**src/rtl/task_queue_if.sv**
```systemverilog
// task_queue_if: push/pop handshake bundle between the core, the task queue and the dispatcher
interface task_queue_if #(parameter int WIDTH = 16);
    logic             push_valid;
    logic             push_ready;
    logic [WIDTH-1:0] push_data;
    logic             pop_valid;
    logic             pop_ready;
    logic [WIDTH-1:0] pop_data;
    modport master (output push_valid, push_data, pop_ready, input push_ready, pop_valid, pop_data);
    modport slave  (input push_valid, push_data, pop_ready, output push_ready, pop_valid, pop_data);
endinterface

```
**src/rtl/task_queue.sv**
```systemverilog
// task_queue: FIFO of task start PCs with flush, drop counter and optional cut-through (TASK_QUEUE_BYPASS_EN)
module task_queue #(
    parameter int DEPTH = 8,
    parameter int WIDTH = 16
) (
    input  logic                   clk,
    input  logic                   rst_n,
    task_queue_if.slave            q,
    input  logic                   flush,
    output logic [$clog2(DEPTH):0] count,
    output logic [7:0]             drop_cnt
);
    localparam int AW = $clog2(DEPTH);
    localparam logic [AW:0] FULL = (AW + 1)'(DEPTH);

    logic [WIDTH-1:0] mem [DEPTH];
    logic [AW-1:0]    wr_ptr, rd_ptr;
    logic             live, cut, wr, rd;

    // handshake outputs and transfer qualifiers; live keeps push_ready low until the first edge after reset
    always_comb begin
`ifdef TASK_QUEUE_BYPASS_EN
        cut = live && !flush && q.push_valid && count == '0;
`else
        cut = 1'b0;
`endif
        q.push_ready = live && !flush && count != FULL;
        q.pop_valid  = count != '0 || cut;
        q.pop_data   = cut ? q.push_data : mem[rd_ptr];
        wr = q.push_valid && q.push_ready && !(cut && q.pop_ready);
        rd = q.pop_valid && q.pop_ready && !flush && !cut;
    end

    // pointers, occupancy and drop counter; flush clears occupancy but never the drop counter
    always_ff @(posedge clk or negedge rst_n) begin
        if (!rst_n) begin
            live     <= 1'b0;
            wr_ptr   <= '0;
            rd_ptr   <= '0;
            count    <= '0;
            drop_cnt <= '0;
        end else begin
            live <= 1'b1;
            if (flush) begin
                wr_ptr <= '0;
                rd_ptr <= '0;
                count  <= '0;
            end else begin
                if (wr) wr_ptr <= wr_ptr + 1'b1;
                if (rd) rd_ptr <= rd_ptr + 1'b1;
                count <= (wr && !rd) ? count + 1'b1 : (rd && !wr) ? count - 1'b1 : count;
            end
            if (q.push_valid && !q.push_ready && !flush && drop_cnt != 8'hFF) drop_cnt <= drop_cnt + 1'b1;
        end
    end

    // entry storage is deliberately left unreset
    always_ff @(posedge clk) begin
        if (wr) mem[wr_ptr] <= q.push_data;
    end
endmodule

```
**src/flat_wrapper.sv**
```systemverilog
// flat-port wrapper written by rule: the top's interface ports become plain ports
module task_queue_flat 
#(
    parameter int DEPTH = 8,
    parameter int WIDTH = 16
)
  (clk, rst_n, flush, count, drop_cnt, q_push_valid, q_push_data, q_pop_ready, q_push_ready, q_pop_valid, q_pop_data);
  task_queue_if #(.WIDTH(WIDTH)) q_i ();
  input  logic clk;
  input  logic rst_n;
  input  logic flush;
  output logic [$clog2(DEPTH):0] count;
  output logic [7:0] drop_cnt;
  input wire logic [$bits(q_i.push_valid)-1:0] q_push_valid;
  input wire logic [$bits(q_i.push_data)-1:0] q_push_data;
  input wire logic [$bits(q_i.pop_ready)-1:0] q_pop_ready;
  output wire logic [$bits(q_i.push_ready)-1:0] q_push_ready;
  output wire logic [$bits(q_i.pop_valid)-1:0] q_pop_valid;
  output wire logic [$bits(q_i.pop_data)-1:0] q_pop_data;
  assign q_i.push_valid = q_push_valid;
  assign q_i.push_data = q_push_data;
  assign q_i.pop_ready = q_pop_ready;
  assign q_push_ready = q_i.push_ready;
  assign q_pop_valid = q_i.pop_valid;
  assign q_pop_data = q_i.pop_data;
  task_queue #(.DEPTH(DEPTH), .WIDTH(WIDTH)) u_core (.clk(clk), .rst_n(rst_n), .q(q_i), .flush(flush), .count(count), .drop_cnt(drop_cnt));
endmodule
```
**config.mk**
```make
export PLATFORM = sky130hd
export DESIGN_NAME = task_queue_flat
export DESIGN_NICKNAME = d
export VERILOG_FILES = /design/src/rtl/task_queue_if.sv /design/src/rtl/task_queue.sv /design/src/flat_wrapper.sv
export SDC_FILE = /design/constraint.sdc
export NUM_CORES = 1
export LEC_CHECK = 0
export BUFFER_PORTS_ARGS = -buffer_cell sky130_fd_sc_hd__clkbuf_2
export CAP_MARGIN = 20
export CORE_MARGIN = 3
export CORE_UTILIZATION = 35
export CTS_BUF_LIST = sky130_fd_sc_hd__clkbuf_16
export CTS_CLUSTER_SIZE = 14
export DETAILED_ROUTE_END_ITERATION = 12
export GPL_ROUTABILITY_DRIVEN = 1
export HOLD_SLACK_MARGIN = 0.06
export RECOVER_POWER = 25
export SYNTH_ARGS = -nofsm -noshare
export SYNTH_HDL_FRONTEND = slang
export SYNTH_SLANG_ARGS = --single-unit
```
**constraint.sdc**
```tcl
create_clock -name clk -period 6.2 [get_ports clk]
set_input_delay 0.93 -clock clk [delete_from_list [all_inputs] [get_ports clk]]
set_output_delay 0.93 -clock clk [all_outputs]
set_load 0.05 [all_outputs]
```
==> results.cfg <==
[timing]
period_minus_slack_ns = 3.58
hold_violations = 0
slew_viol_final = 0
slew_headroom = 0.271
max_freq_ghz = 0.279
rsz0062_at_grt = false
setup_viol = 0
fin_skew_ns = 0.00559
setup_tns_ns = 0
fin_crit_sh = 0.578
worst_slew_pin_slew_ns = 1.09

[detailed_routing]
wl_per_cell_um = 18.6
ant_nets = 0
viasPerCell = 5.02
vias = 2992
first_pass_iters = 4
drc = 0
wl_um = 11100
drt-initial-drc-count = 155

[clock_network]
cts_setup_buffers = 0
postCtsHoldBufs = 0
clk-insertion-delay-late_ns = 0.41
clock-root-buffer = clkbuf_16
cts_resized = 0
cts_inserted_buffers = 17
clock_path_buffers = 2
h-tree-depth = 4
cts_tree = yes
clock_sinks = 147
path_clk_slew_ns = 0.05

[placement]
portBuffers = 50
dpl_cell_area_um2 = 6450
place.gp.congestion = 0.745
dp_hpwl_um = 6980

[yosys]
synth_simple_gate_area_frac = 0.0500
synth_edf_count = 128
synth_top_area_frac = 0.651
ys.warnings.count = 0
synth-xor-area-share = 0.0148
syn_area_per_cell_um2 = 19.5
synth_fa_ha_area_frac = 0.0140
syn-cell-area_um2 = 5900
async_reset_ff_frac = 0.129
ys_seq_area_frac = 0.732
ys_types = 38
synth-compound-area-share = 0.0195
synth_area_leaders = edfxtp_1, mux4_2, dfrtp_1
synthMuxAreaShare = 0.156
synth_cells = 302
synth_top_area_cell = edfxtp_1
synth_ff_type = edfxtp_1
synth_top_family_by_area = multiplexers
ys_seq_elements = 147
synth_nets = 329

[power_and_ir_drop]
seqPwrFrac = 0.420
peakVddDrop_mv = 0.305
finalPower_mw = 2.87
p_switching_mw = 0.929
power_density_nw_per_um2 = 412
internal_power_mw = 1.94
p_leak_nw = 2.34
switching_share = 0.324
pwr-share-comb = 0.264
power_frac_clock = 0.316

[layout]
final_nets = 396
num-fill-cells = 1420
utilization = 0.430
n_antenna_cell = 0
drive_above_1_share = 0.339
fin_area_um2 = 6960
syn_to_final_growth_pct = 18.0

[global_routing]
grt_pass1_vias = 3149
grt_overflow = 0
antenna_found_initial = 0
grt_pass1_wl_um = 17500
gr-usage-all-layers = 0.129
grt_max_degree = 29

[floorplan]
rows = 46
coreArea_um2 = 16200
floorplan.die.height_um = 136
floorplan.die_area_um2 = 18500
io_pins = 51
start_util = 0.365
chipWidth_um = 136

[worst_setup_path]
cp_num_buf_inv = 2
required_ns = 5.27
r2r_slack_ns = 3.57
critPathCaptureType = primary output
crit_fanout = 19
r2r-start = u_core.count[0]
r2r_end = u_core.count[3]
cp_cell_sequence = buf_4, mux4_2, mux2_2, clkbuf_2
crit_type = reg2out
critPathTopFamily = multiplexers
slowest_delay_ns = 0.69
arrival_ns = 2.65
rr_worst_depth = 7
critical_path.startpoint_type = flop
slowest_stage = dfrtp_2

[job]
maxCapViolations = 0

[hold_path]
hold_end = u_core.drop_cnt[7]
worstHoldStart = u_core.drop_cnt[7]
min_path_cells = 1
hold_class = reg2reg

[outcome]
status = finished, final reports clean
[logic make-up (layout without fill, tap and decap cells)]
kind of cell,after synthesis,after routing
other,1,1
and+or+nand+nor,55,55
buffers and inverters,17,95
AOI/OAI and AO/OA,16,16
muxes,50,50
DFF,147,147
adders and majority gates,6,6
xor gates and xnor gates,10,10
[cell type report]
class	count	area, um2	area share
Sequential cell	147	4320	0.621
Multi-Input combinational cell	138	1520	0.218
Clock buffer	17	425	0.0611
Timing Repair Buffer	60	312	0.0448
Tap cell	216	270	0.0388
Clock inverter	13	98.8	0.0142
Inverter	5	18.8	0.00270
[registers in the layout, indices dropped and copies added (netlist names)]
signal and count:
u_core.drop_cnt 8, u_core.count 4, u_core.mem 128, u_core.rd_ptr 3
u_core.wr_ptr 3, u_core.live 1
[metrics by stage]
step,hold slack (ns),cells,setup slack (ns)
6_report,0.506,596,2.62
3_3_place_gp,0.491,566,2.98
3_5_place_dp,0.498,566,2.97
2_1_floorplan,0.549,302,2.98
5_1_grt,0.539,596,2.40
4_1_cts,0.488,596,2.52
[cells in the mapped netlist, types with 2 or more instances]
cell type and instances:
edfxtp_1 128, mux4_2 32, dfrtp_1 19, mux2_2 17, nor2_1 14, nand2_1 9
xor2_1 8, clkbuf_1 7, nand3_1 6, a21oi_1 5, ha_1 5, nand2b_1 5
nor3_1 5, o21ai_0 5, inv_1 4, buf_2 3, nor3b_1 3, nor4_1 3
nand3b_1 2, nand4_1 2, nor4b_1 2, xnor2_1 2
[cell usage in the layout (no fill, tap or decap), types with 2 or more instances in the layout]
cell / instances
edfxtp_1: 128
clkbuf_2: 39
mux4_2: 32
dfrtp_1: 18
mux2_2: 17
clkbuf_16: 17
nor2_1: 14
clkbuf_1: 11
buf_4: 10
nand2_1: 9
xor2_1: 8
inv_1: 6
nand3_1: 6
nand2b_1: 5
a21oi_1: 5
o21ai_0: 5
ha_1: 5
clkinv_1: 4
nor3b_1: 3
nor3_1: 3
nor4_1: 3
clkinvlp_4: 3
nor4b_1: 2
nand3b_1: 2
nor3_2: 2
xnor2_1: 2
nand4_1: 2
clkinv_4: 2
clkinv_2: 2
[worst register-to-register path, stage by stage, from the launching register on]
cell      delay, ns
dfrtp_1        0.48
o41ai_1        0.64
nand3_1        0.28
ha_1           0.39
a21oi_1        0.27
a21boi_0       0.14
mux2i_1        0.14
o311ai_0       0.15
[metal layers]
metal | GRT usage | up-vias | share of wire
li1 | - | 1347 | -
met3 | 0.0433 | 12 | 0.049
met5 | 0 | - | 0
met2 | 0.216 | 71 | 0.51
met4 | 0.0420 | 0 | 0.011
met1 | 0.158 | 1562 | 0.43
[power by group through the flow]
stage                     combinational (mW)  sequential [mW]  clock, mW
after floorplan                        0.546             1.28          0
after global placement                 0.758             1.22          0
after detailed placement               0.772             1.22          0
after CTS                              0.772             1.21      0.926
after global routing                   0.813             1.22      0.971
final                                  0.758             1.20      0.907
[how the worst max path moves through the flow]
| stage | startpoint | to | cells past startpoint | slack (ns) |
|---|---|---|---|---|
| after floorplan | flush | q_push_ready | 2 | 2.98 |
| after global placement | u_core.rd_ptr[0] | q_pop_data[12] | 4 | 2.98 |
| after detailed placement | u_core.rd_ptr[0] | q_pop_data[3] | 4 | 2.97 |
| after CTS | u_core.rd_ptr[0] | q_pop_data[3] | 4 | 2.52 |
| after global routing | u_core.rd_ptr[0] | q_pop_data[3] | 4 | 2.40 |
| final | u_core.rd_ptr[0] | q_pop_data[3] | 4 | 2.62 |
Note: power is estimated with default switching activity, not from simulation.
